## src/rtl/geofence_pkg.sv

```systemverilog
// geofence_pkg: shared constants and types for the geofence
// self-test feeder and its set storage.
package geofence_pkg;

    localparam int COORD_W     = 10;
    localparam int PTS_PER_SET = 7;
    localparam int PT_W        = 3;

    typedef enum logic [1:0] {
        ST_IDLE,
        ST_SEND,
        ST_WAIT,
        ST_FINISH
    } feeder_state_t;

    typedef struct packed {
        logic [COORD_W-1:0] x;
        logic [COORD_W-1:0] y;
    } point_t;

endpackage

```

## src/rtl/geofence_set_mem.sv

```systemverilog
// geofence_set_mem: NUM_SETS x 7 point store plus one expected
// verdict per set; synchronous write, combinational read.
module geofence_set_mem
    import geofence_pkg::*;
#(
    parameter int NUM_SETS = 16,
    parameter int SET_W    = $clog2(NUM_SETS)
) (
    input  logic             clk,
    input  logic             wr_en,
    input  logic [SET_W-1:0] wr_set,
    input  logic [PT_W-1:0]  wr_idx,
    input  point_t           wr_pt,
    input  logic             wr_exp,
    input  logic [SET_W-1:0] rd_set,
    input  logic [PT_W-1:0]  rd_idx,
    output point_t           rd_pt,
    input  logic [SET_W-1:0] exp_set,
    output logic             rd_exp
);

    localparam logic [SET_W:0]  SET_LIM = (SET_W+1)'(NUM_SETS);
    localparam logic [PT_W-1:0] IDX_LIM = PT_W'(PTS_PER_SET);

    point_t pts      [NUM_SETS][PTS_PER_SET];
    logic   exp_bits [NUM_SETS];

    logic wr_ok;
    logic rd_ok;
    logic exp_ok;

    assign wr_ok  = ({1'b0, wr_set} < SET_LIM) && (wr_idx < IDX_LIM);
    assign rd_ok  = ({1'b0, rd_set} < SET_LIM) && (rd_idx < IDX_LIM);
    assign exp_ok = ({1'b0, exp_set} < SET_LIM);

    // Store one point; the verdict rides along with the object point
    always_ff @(posedge clk) begin
        if (wr_en && wr_ok) begin
            pts[wr_set][wr_idx] <= wr_pt;
            if (wr_idx == '0) begin
                exp_bits[wr_set] <= wr_exp;
            end
        end
    end

    // Combinational lookup of the requested point and set verdict
    always_comb begin
        rd_pt  = '0;
        rd_exp = 1'b0;
        if (rd_ok) begin
            rd_pt = pts[rd_set][rd_idx];
        end
        if (exp_ok) begin
            rd_exp = exp_bits[exp_set];
        end
    end

endmodule

```

## src/rtl/geofence_feeder.sv

```systemverilog
// geofence_feeder: streams stored test sets into the geofence
// checker, owns its reset and scores each verdict.
module geofence_feeder
    import geofence_pkg::*;
#(
    parameter int NUM_SETS = 16,
    parameter int TIMEOUT  = 64,
    parameter int SET_W    = $clog2(NUM_SETS)
) (
    input  logic               clk,
    input  logic               reset,
    input  logic               cfg_we,
    input  logic [SET_W-1:0]   cfg_set,
    input  logic [2:0]         cfg_idx,
    input  logic [COORD_W-1:0] cfg_x,
    input  logic [COORD_W-1:0] cfg_y,
    input  logic               cfg_exp,
    input  logic [SET_W:0]     num_sets,
    input  logic               start,
    output logic               dut_reset,
    output logic [COORD_W-1:0] X,
    output logic [COORD_W-1:0] Y,
    input  logic               valid,
    input  logic               is_inside,
    output logic               busy,
    output logic               done,
    output logic [SET_W:0]     pass_cnt,
    output logic [SET_W:0]     fail_cnt,
    output logic               timeout_err
);

    localparam int CNT_W = (TIMEOUT > 1) ? $clog2(TIMEOUT) : 1;
    localparam logic [CNT_W-1:0] CNT_LAST = CNT_W'(TIMEOUT - 1);
    localparam logic [SET_W:0]   SET_LIM  = (SET_W+1)'(NUM_SETS);
    localparam logic [SET_W:0]   CNT_ONE  = (SET_W+1)'(1);
    localparam logic [PT_W-1:0]  PT_LAST  = PT_W'(PTS_PER_SET - 1);

    feeder_state_t state, state_n;

    logic [SET_W-1:0]   set_ptr, set_ptr_n;
    logic [PT_W-1:0]    pt, pt_n;
    logic [CNT_W-1:0]   cnt, cnt_n;
    logic [SET_W:0]     run_sets, run_sets_n;
    logic [COORD_W-1:0] x_n, y_n;
    logic [SET_W:0]     pass_n, fail_n;
    logic               terr_n;
    logic               done_n;
    logic               dut_reset_n;

    logic [SET_W-1:0]   rd_set;
    logic [PT_W-1:0]    rd_idx;
    point_t             rd_pt;
    logic               rd_exp;

    logic               start_ok;
    logic [SET_W:0]     next_set;
    logic               more_sets;
    logic               wr_en;

    assign busy      = (state == ST_SEND) || (state == ST_WAIT);
    assign start_ok  = (num_sets != '0) && (num_sets <= SET_LIM);
    assign next_set  = {1'b0, set_ptr} + CNT_ONE;
    assign more_sets = next_set < run_sets;
    assign wr_en     = cfg_we && !busy;

    // Address the point that will be on X/Y after the next edge
    always_comb begin
        rd_set = '0;
        rd_idx = '0;
        unique case (state)
            ST_SEND: begin
                rd_set = set_ptr;
                rd_idx = pt + PT_W'(1);
            end
            ST_WAIT: begin
                rd_set = next_set[SET_W-1:0];
                rd_idx = '0;
            end
            default: begin
                rd_set = '0;
                rd_idx = '0;
            end
        endcase
    end

    geofence_set_mem #(
        .NUM_SETS (NUM_SETS),
        .SET_W    (SET_W)
    ) u_mem (
        .clk     (clk),
        .wr_en   (wr_en),
        .wr_set  (cfg_set),
        .wr_idx  (cfg_idx),
        .wr_pt   ('{x: cfg_x, y: cfg_y}),
        .wr_exp  (cfg_exp),
        .rd_set  (rd_set),
        .rd_idx  (rd_idx),
        .rd_pt   (rd_pt),
        .exp_set (set_ptr),
        .rd_exp  (rd_exp)
    );

    // Next-state, stream and scoring decisions
    always_comb begin
        state_n    = state;
        set_ptr_n  = set_ptr;
        pt_n       = pt;
        cnt_n      = cnt;
        run_sets_n = run_sets;
        x_n        = X;
        y_n        = Y;
        pass_n     = pass_cnt;
        fail_n     = fail_cnt;
        terr_n     = timeout_err;
        done_n     = 1'b0;

        unique case (state)
            ST_IDLE: begin
                if (start && start_ok) begin
                    pass_n     = '0;
                    fail_n     = '0;
                    terr_n     = 1'b0;
                    set_ptr_n  = '0;
                    pt_n       = '0;
                    run_sets_n = num_sets;
                    x_n        = rd_pt.x;
                    y_n        = rd_pt.y;
                    state_n    = ST_SEND;
                end else if (start) begin
                    done_n = 1'b1;
                end
            end
            ST_SEND: begin
                if (pt == PT_LAST) begin
                    cnt_n   = '0;
                    state_n = ST_WAIT;
                end else begin
                    pt_n = pt + PT_W'(1);
                    x_n  = rd_pt.x;
                    y_n  = rd_pt.y;
                end
            end
            ST_WAIT: begin
                if (valid) begin
                    if (is_inside == rd_exp) begin
                        pass_n = pass_cnt + CNT_ONE;
                    end else begin
                        fail_n = fail_cnt + CNT_ONE;
                    end
                    if (more_sets) begin
                        set_ptr_n = next_set[SET_W-1:0];
                        pt_n      = '0;
                        x_n       = rd_pt.x;
                        y_n       = rd_pt.y;
                        state_n   = ST_SEND;
                    end else begin
                        done_n  = 1'b1;
                        state_n = ST_FINISH;
                    end
                end else if (cnt == CNT_LAST) begin
                    fail_n  = fail_cnt + CNT_ONE;
                    terr_n  = 1'b1;
                    done_n  = 1'b1;
                    state_n = ST_FINISH;
                end else begin
                    cnt_n = cnt + CNT_W'(1);
                end
            end
            ST_FINISH: begin
                state_n = ST_IDLE;
            end
            default: begin
                state_n = ST_IDLE;
            end
        endcase

        dut_reset_n = !((state_n == ST_SEND) || (state_n == ST_WAIT));
    end

    // State and registered outputs
    always_ff @(posedge clk) begin
        if (reset) begin
            state       <= ST_IDLE;
            set_ptr     <= '0;
            pt          <= '0;
            cnt         <= '0;
            run_sets    <= '0;
            X           <= '0;
            Y           <= '0;
            dut_reset   <= 1'b1;
            done        <= 1'b0;
            pass_cnt    <= '0;
            fail_cnt    <= '0;
            timeout_err <= 1'b0;
        end else begin
            state       <= state_n;
            set_ptr     <= set_ptr_n;
            pt          <= pt_n;
            cnt         <= cnt_n;
            run_sets    <= run_sets_n;
            X           <= x_n;
            Y           <= y_n;
            dut_reset   <= dut_reset_n;
            done        <= done_n;
            pass_cnt    <= pass_n;
            fail_cnt    <= fail_n;
            timeout_err <= terr_n;
        end
    end

endmodule

```

## config.mk

```make
export PLATFORM = sky130hd
export DESIGN_NAME = geofence_feeder
export DESIGN_NICKNAME = d
export VERILOG_FILES = /design/src/rtl/geofence_pkg.sv /design/src/rtl/geofence_set_mem.sv /design/src/rtl/geofence_feeder.sv
export SDC_FILE = /design/constraint.sdc
export NUM_CORES = 2
export LEC_CHECK = 0
export ABC_AREA = 1
export ABC_CLOCK_PERIOD_IN_PS = 4400
export BUFFER_PORTS_ARGS = -buffer_cell sky130_fd_sc_hd__buf_4
export CAP_MARGIN = 0
export CORE_MARGIN = 2
export CORE_UTILIZATION = 45
export DETAILED_ROUTE_END_ITERATION = 8
export GPL_ROUTABILITY_DRIVEN = 0
export GPL_TIMING_DRIVEN = 1
export REMOVE_ABC_BUFFERS = 1
export SLEW_MARGIN = 20
export SYNTH_ARGS = -nofsm -noshare
export SYNTH_HDL_FRONTEND = slang
export SYNTH_HIERARCHICAL = 1
export SYNTH_SLANG_ARGS = --single-unit
```

## constraint.sdc

```tcl
create_clock -name clk -period 4.4 [get_ports clk]
set_clock_uncertainty 0.15 [all_clocks]
set_input_delay 0.22 -clock clk [delete_from_list [all_inputs] [get_ports clk]]
set_output_delay 0.22 -clock clk [all_outputs]
set_load 0.02 [all_outputs]
```

* After elaboration in Yosys (flattened, before gate mapping)
Memory sizes are Yosys's and may differ from the RTL's. A register that Yosys moved wholly into a read port is not among the register bits.
Cells that the tools add are included.
** Cells by class
- $add $sub $neg :: 5
- Magnitude comparators :: 7
- Equal/unequal tests :: 19
- Mux-type cells :: 62
- Bitwise operators :: 2
- Reductions and logical operators :: 22
** Operator list (count)
- $mux W140 :: 1
- $mux W10 :: 8
- $mux W20 :: 4
- $bmux W20 S3 :: 1
- $demux W20 S3 :: 1
- $pmux W10 S3 :: 2
- $mux W5 :: 6
- $mux W4 :: 5
- $pmux W5 S2 :: 2
- $reduce_and A4 Y1 :: 5
- $mux W6 :: 3
- $pmux W4 S2 :: 2
- $mux W3 :: 5
- $mux W1 :: 12
- $ne A2 B2 Y1 const B :: 6
- $pmux W6 S2 :: 1
- $add A5 B1 Y5 const B :: 2
- $mux W2 :: 5
- $pmux W3 S3 :: 1
- $ge A4 B4 Y1 const B :: 2
- $not A3 Y4 :: 2
- $pmux W2 S4 :: 1
- $add A6 B1 Y6 const B :: 1
- $eq A2 B2 Y1 const B :: 3
- 24 further kinds :: 36
** Storage, ports and cells
- Flip-flop bits (word level) :: 53
- Memory bits (writable) :: 2256
- Input bits :: 39
- Output and inout bits :: 34
- Logic and storage cells :: 131
- Memories kept :: 2
** Memory list
- u_mem.pts :: depth 16, width 140, read ports 1, clocked after Yosys merged registers in 0, wr ports 1, line geofence_set_mem.sv:25 : point_t pts [NUM_SETS][PTS_PER_SET];
- u_mem.exp_bits :: depth 16, width 1, read ports 1, clocked after Yosys merged registers in 1, wr ports 1, line geofence_set_mem.sv:26 : logic exp_bits [NUM_SETS];

* Logic depth before layout (Yosys ltp)
- Word-level depth :: 10
- Gate-level depth with buffers :: 25
- Depth with buffers taken out :: 17

* Hierarchy
The synthesis kept the hierarchy.
** By module, submodules not included
- geofence_set_mem :: times used 1, cells an instance 8454, area an instance 93748.7 um2
- geofence_feeder :: times used 1, cells an instance 385, area an instance 2816.5 um2

* Worst setup path after synthesis
Ideal clock, no wire load.
- Kind :: register to register
- From :: reg state[0]
- To :: mem u_mem/pts[10][0] (netlist name), enable pin
- Library setup time :: 397 ps
- Arrival time :: 2539 ps
- Data required time :: 3853 ps
- Path slack :: 1314 ps
- Cell stages (with the launch flop) :: 9
- Cell sequence :: dfxtp_1 inv_1 ha_1 nor2_1 inv_1 nor2_1 nand3_1 clkbuf_1 nor2_1
** Between the ends
- Cells in the longest elaborated chain, start to end :: 7
- Elaborated cells between the ends (all ways) :: 8
- Classes of those cells :: eq/ne (2); mux (2); reduce/logical (4)
** Ends and longest elaborated chain
- from (decl) :: line geofence_feeder.sv:38 : feeder_state_t state, state_n;
- from (signal assigned) :: line geofence_feeder.sv:196 : state <= state_n;
- $eq A2 B1 Y1 / $eq A2 B2 Y1 (equally long branches) :: line geofence_feeder.sv:60 : assign busy = (state == ST_SEND) || (state == ST_WAIT);
- $logic_or A1 B1 Y1 (*) :: line geofence_feeder.sv:60
- named net busy :: line geofence_feeder.sv:25 : output logic busy,
- $logic_not A1 Y1 (*) :: line geofence_feeder.sv:64 : assign wr_en = cfg_we && !busy;
- $logic_and A1 B1 Y1 (*) :: line geofence_feeder.sv:64
- named net wr_en :: line geofence_feeder.sv:58 : logic wr_en;
- $logic_and A1 B1 Y1 (*) :: line geofence_set_mem.sv:38 : if (wr_en && wr_ok) begin
- $mux W1 (*) :: line geofence_set_mem.sv:38
- $mux W140 (implied by the code) (*) :: line geofence_set_mem.sv:39 : pts[wr_set][wr_idx] <= wr_pt;
- to (decl) :: line geofence_set_mem.sv:25
Mark *: on every way through the listed nets, which the timed path passes. The rest lies on a longest branch.

==> out/results.ini <==
[status]
outcome = completed

[critical_path]
timing.rr.end = Y[5]$_SDFFE_PP0P_
critical_path_depth = 19
critical-path-max-stage-delay_ns = 0.46
crit_family = simple AND/OR/NAND/NOR gates
crit_top_cell = nand3_1
r2r.worst_path.cells = 19
path_cells = inv_1 -> ha_1 -> inv_2 -> o21ai_4 -> buf_12 -> buf_12 -> buf_4 -> buf_4 -> nand2_1 -> nand3_1 -> nand3_1 -> nand3_1 -> nand2_1 -> nand2_1 -> nand3_1 -> nor2_1 -> nor2_1 -> nand4_1 -> a21oi_1
ff2ff_setup_slack_ns = 0.10
r2r-start = state[0]$_SDFF_PP0_
cp_max_fo = 62
start_kind = register
worstPathRequired_ns = 4.99
crit_arrival_ns = 4.89
slowest_stage = nand3_1
worstPathBufferInverterCount = 6
cp-end-kind = register
critical_path_class = reg2reg

[job]
cap_violations = 0

[synth]
synth_area_leaders = edfxtp_1, nand2_1, nand3_1
syn_area_per_cell_um2 = 10.9
synth_area_um2 = 96600
ys_types = 35
ys_warn_count = 6
ys_seq_elements = 2309
ys_seq_area_frac = 0.713
synth_top_area_share = 0.702
syn_inst = 8839
synth_top_cell_by_area = edfxtp_1

[global_route]
grt_max_degree = 124
antenna_found_initial = 8
grt_pass1_vias = 62500
grt_usage = 0.261
gr-total-overflow = 0
grt_first_pass_wirelength_mm = 421

[sta]
rsz0062_at_grt = no
setup_ws_ns = 0.102
hold_viol_final = 0
worstMarginPinSlew_ns = 1.23
maxSlewHeadroom = 0.180
drv_slew = 0
min_period_ns = 4.30
hold_ws_ns = 0.0709
max_freq_ghz = 0.233
fin_crit_sh = 0.977
setup_viol = 0

[finish]
drive_gt1_frac = 0.0941
fin_nets = 9080
areaGrowthSynthToFinish_pct = 13.4
fill_cells = 18600

[drt]
drc = 0
firstDrtPassIters = 6
via_count = 66400
via_per_inst = 5.50
drt-total-wl_mm = 289
wire_per_inst_um = 24.0
drt_iter0_drc = 8356
ant_nets = 0

[clocking]
cts_buffer_depth = 3
clk_pin_slew_ns = 0.06
numCtsBuffers = 229
cts_tree = yes
cts_root_buf = clkbuf_16
clk_latency_ns = 0.87
clkSinkCount = 2309
cts.repair.resized = 0
h-tree-depth = 4

[floorplanning]
pin_count = 73
die-area_um2 = 218000
die_x_um = 467
std_cell_rows = 170
die_y_um = 467
coreArea_um2 = 214000
start_util = 0.451

[place]
dp_worst_setup_slack_ns = 0.325
portBuffers = 72
dp_hpwl_mm = 167

[power]
leakage_nw = 41.1
pwr_density_cell_nw_per_um2 = 406
peakVddDrop_uv = 351

[worst_hold_path]
hp-start = cfg_idx[1]
whs_path_depth = 4
min_to = u_mem/pts[1][3]$_DFFE_PP_
min_path_type = in2reg

==> report_power, final <==
| part | switching [mW] | internal, mW | total, mW |
|---|---|---|---|
| combinational | 1.16 | 0.299 | 1.46 |
| sequential | 0.0712 | 24.2 | 24.3 |
| clock | 8.33 | 10.4 | 18.7 |
==> cell type report <==
| type | instances | area, um2 | area share |
|---|---|---|---|
| diodes | 4 | 10.0 | 0.0000914 |
| inverters | 677 | 2580 | 0.0235 |
| clock buffers | 315 | 6170 | 0.0563 |
| well taps | 2838 | 3550 | 0.0324 |
| repair buffers | 467 | 4350 | 0.0398 |
| flip-flops and latches | 2309 | 68800 | 0.628 |
| multi-input cells | 5343 | 23100 | 0.211 |
| clock inverters | 103 | 900 | 0.00822 |
==> how the worst max path moves through the flow <==
stage,slack (ns),to,from
2_1_floorplan,-146.62,X[0]$_SDFFE_PP0P_,state[0]$_SDFF_PP0_
3_3_place_gp,0.34,X[7]$_SDFFE_PP0P_,state[0]$_SDFF_PP0_
3_5_place_dp,0.32,X[9]$_SDFFE_PP0P_,state[0]$_SDFF_PP0_
4_1_cts,0.29,X[9]$_SDFFE_PP0P_,state[0]$_SDFF_PP0_
5_1_grt,0.02,Y[5]$_SDFFE_PP0P_,state[0]$_SDFF_PP0_
6_report,0.10,Y[5]$_SDFFE_PP0P_,state[0]$_SDFF_PP0_
==> metal layers <==
layer,global-route usage,part of all wire,vias up
met3,0.0428,0.091,432
met5,0,0.000045,-
met2,0.403,0.45,3170
met4,0.0997,0.039,2
met1,0.372,0.42,32600
li1,-,-,30200
==> metrics by stage <==
step | power (mW) | TNS (ns) | utilization | cell area (um2) | cells
after floorplan | 25.2 | -2932.35 | - | 94100 | 8329
after global placement | 26.1 | 0 | 0.476 | 102000 | 11600
after detailed placement | 26.1 | 0 | 0.476 | 102000 | 11600
after CTS | 44.7 | 0 | 0.512 | 109000 | 12100
after global routing | 45.6 | 0 | 0.512 | 109000 | 12100
final | 44.5 | 0 | 0.512 | 109000 | 12100
==> synth_stat cells <==
cell type,count
xnor2_1,4
mux2i_1,4
buf_1,65
a22oi_4,1
nand3_1,1141
a31oi_1,1
nand2_2,5
nor2_1,1322
clkinv_1,2
a21oi_1,58
nand4_1,24
buf_6,33
o21ai_0,530
inv_4,1
o21ai_1,11
o211ai_1,41
clkbuf_1,279
buf_4,31
mux2_2,1
ha_1,14
dfxtp_1,53
inv_2,7
buf_2,99
edfxtp_1,2256
nand3_2,3
nor2_2,4
a21oi_2,1
inv_1,667
xor2_1,6
nand2_4,3
nand3_4,2
o31ai_1,1
o21bai_1,2
nand2_1,2164
buf_8,3
==> worst register-to-register path, stage by stage (launching register included) <==
cell and delay [ns]:
dfxtp_1 0.35, inv_1 0.11, ha_1 0.33, inv_2 0.09
o21ai_4 0.38, buf_12 0.21, buf_12 0.29, buf_4 0.30
buf_4 0.20, nand2_1 0.07, nand3_1 0.08, nand3_1 0.17
nand3_1 0.13, nand2_1 0.18, nand2_1 0.15, nand3_1 0.46
nor2_1 0.28, nor2_1 0.06, nand4_1 0.09, a21oi_1 0.08
==> layout by cell type (no fill, tap or decap), types with 46 or more instances in the layout <==
cell type and n:
a21oi_1 55, buf_12 58, buf_4 361, clkbuf_1 78, clkbuf_16 232, clkinv_1 46, dfxtp_1 53, dlygate4sd3_1 46
edfxtp_1 2256, inv_1 666, nand2_1 2163, nand3_1 1141, nor2_1 1206, nor2_2 117, o21ai_0 529
==> what timing repair did <==
action	in CTS	in global routing
setup buffers	0	0
hold endpoints to repair	1180	0
hold buffers	46	0
==> flip-flops by register name, indices dropped and copies added, names as in the netlist <==
register	count
cnt	6
pt	3
run_sets	5
u_mem/pts	2240
Y	10
done	1
timeout_err	1
fail_cnt	5
u_mem/exp_bits	16
state	2
set_ptr	4
dut_reset	1
pass_cnt	5
X	10
==> kinds of logic after synthesis <==
| family | Yosys count | synth area share |
|---|---|---|
| AO/OA/AOI/OAI | 646 | 0.0348 |
| AND/OR/NAND/NOR | 4668 | 0.198 |
| multiplexers | 5 | 0.000531 |
| flip-flops | 2309 | 0.713 |
| buffers and inverters | 1187 | 0.0516 |
| adder cells (fa/ha/maj) | 14 | 0.00181 |
| XOR/XNOR | 10 | 0.000907 |
No activity file was read; power rests on OpenSTA's default activity.
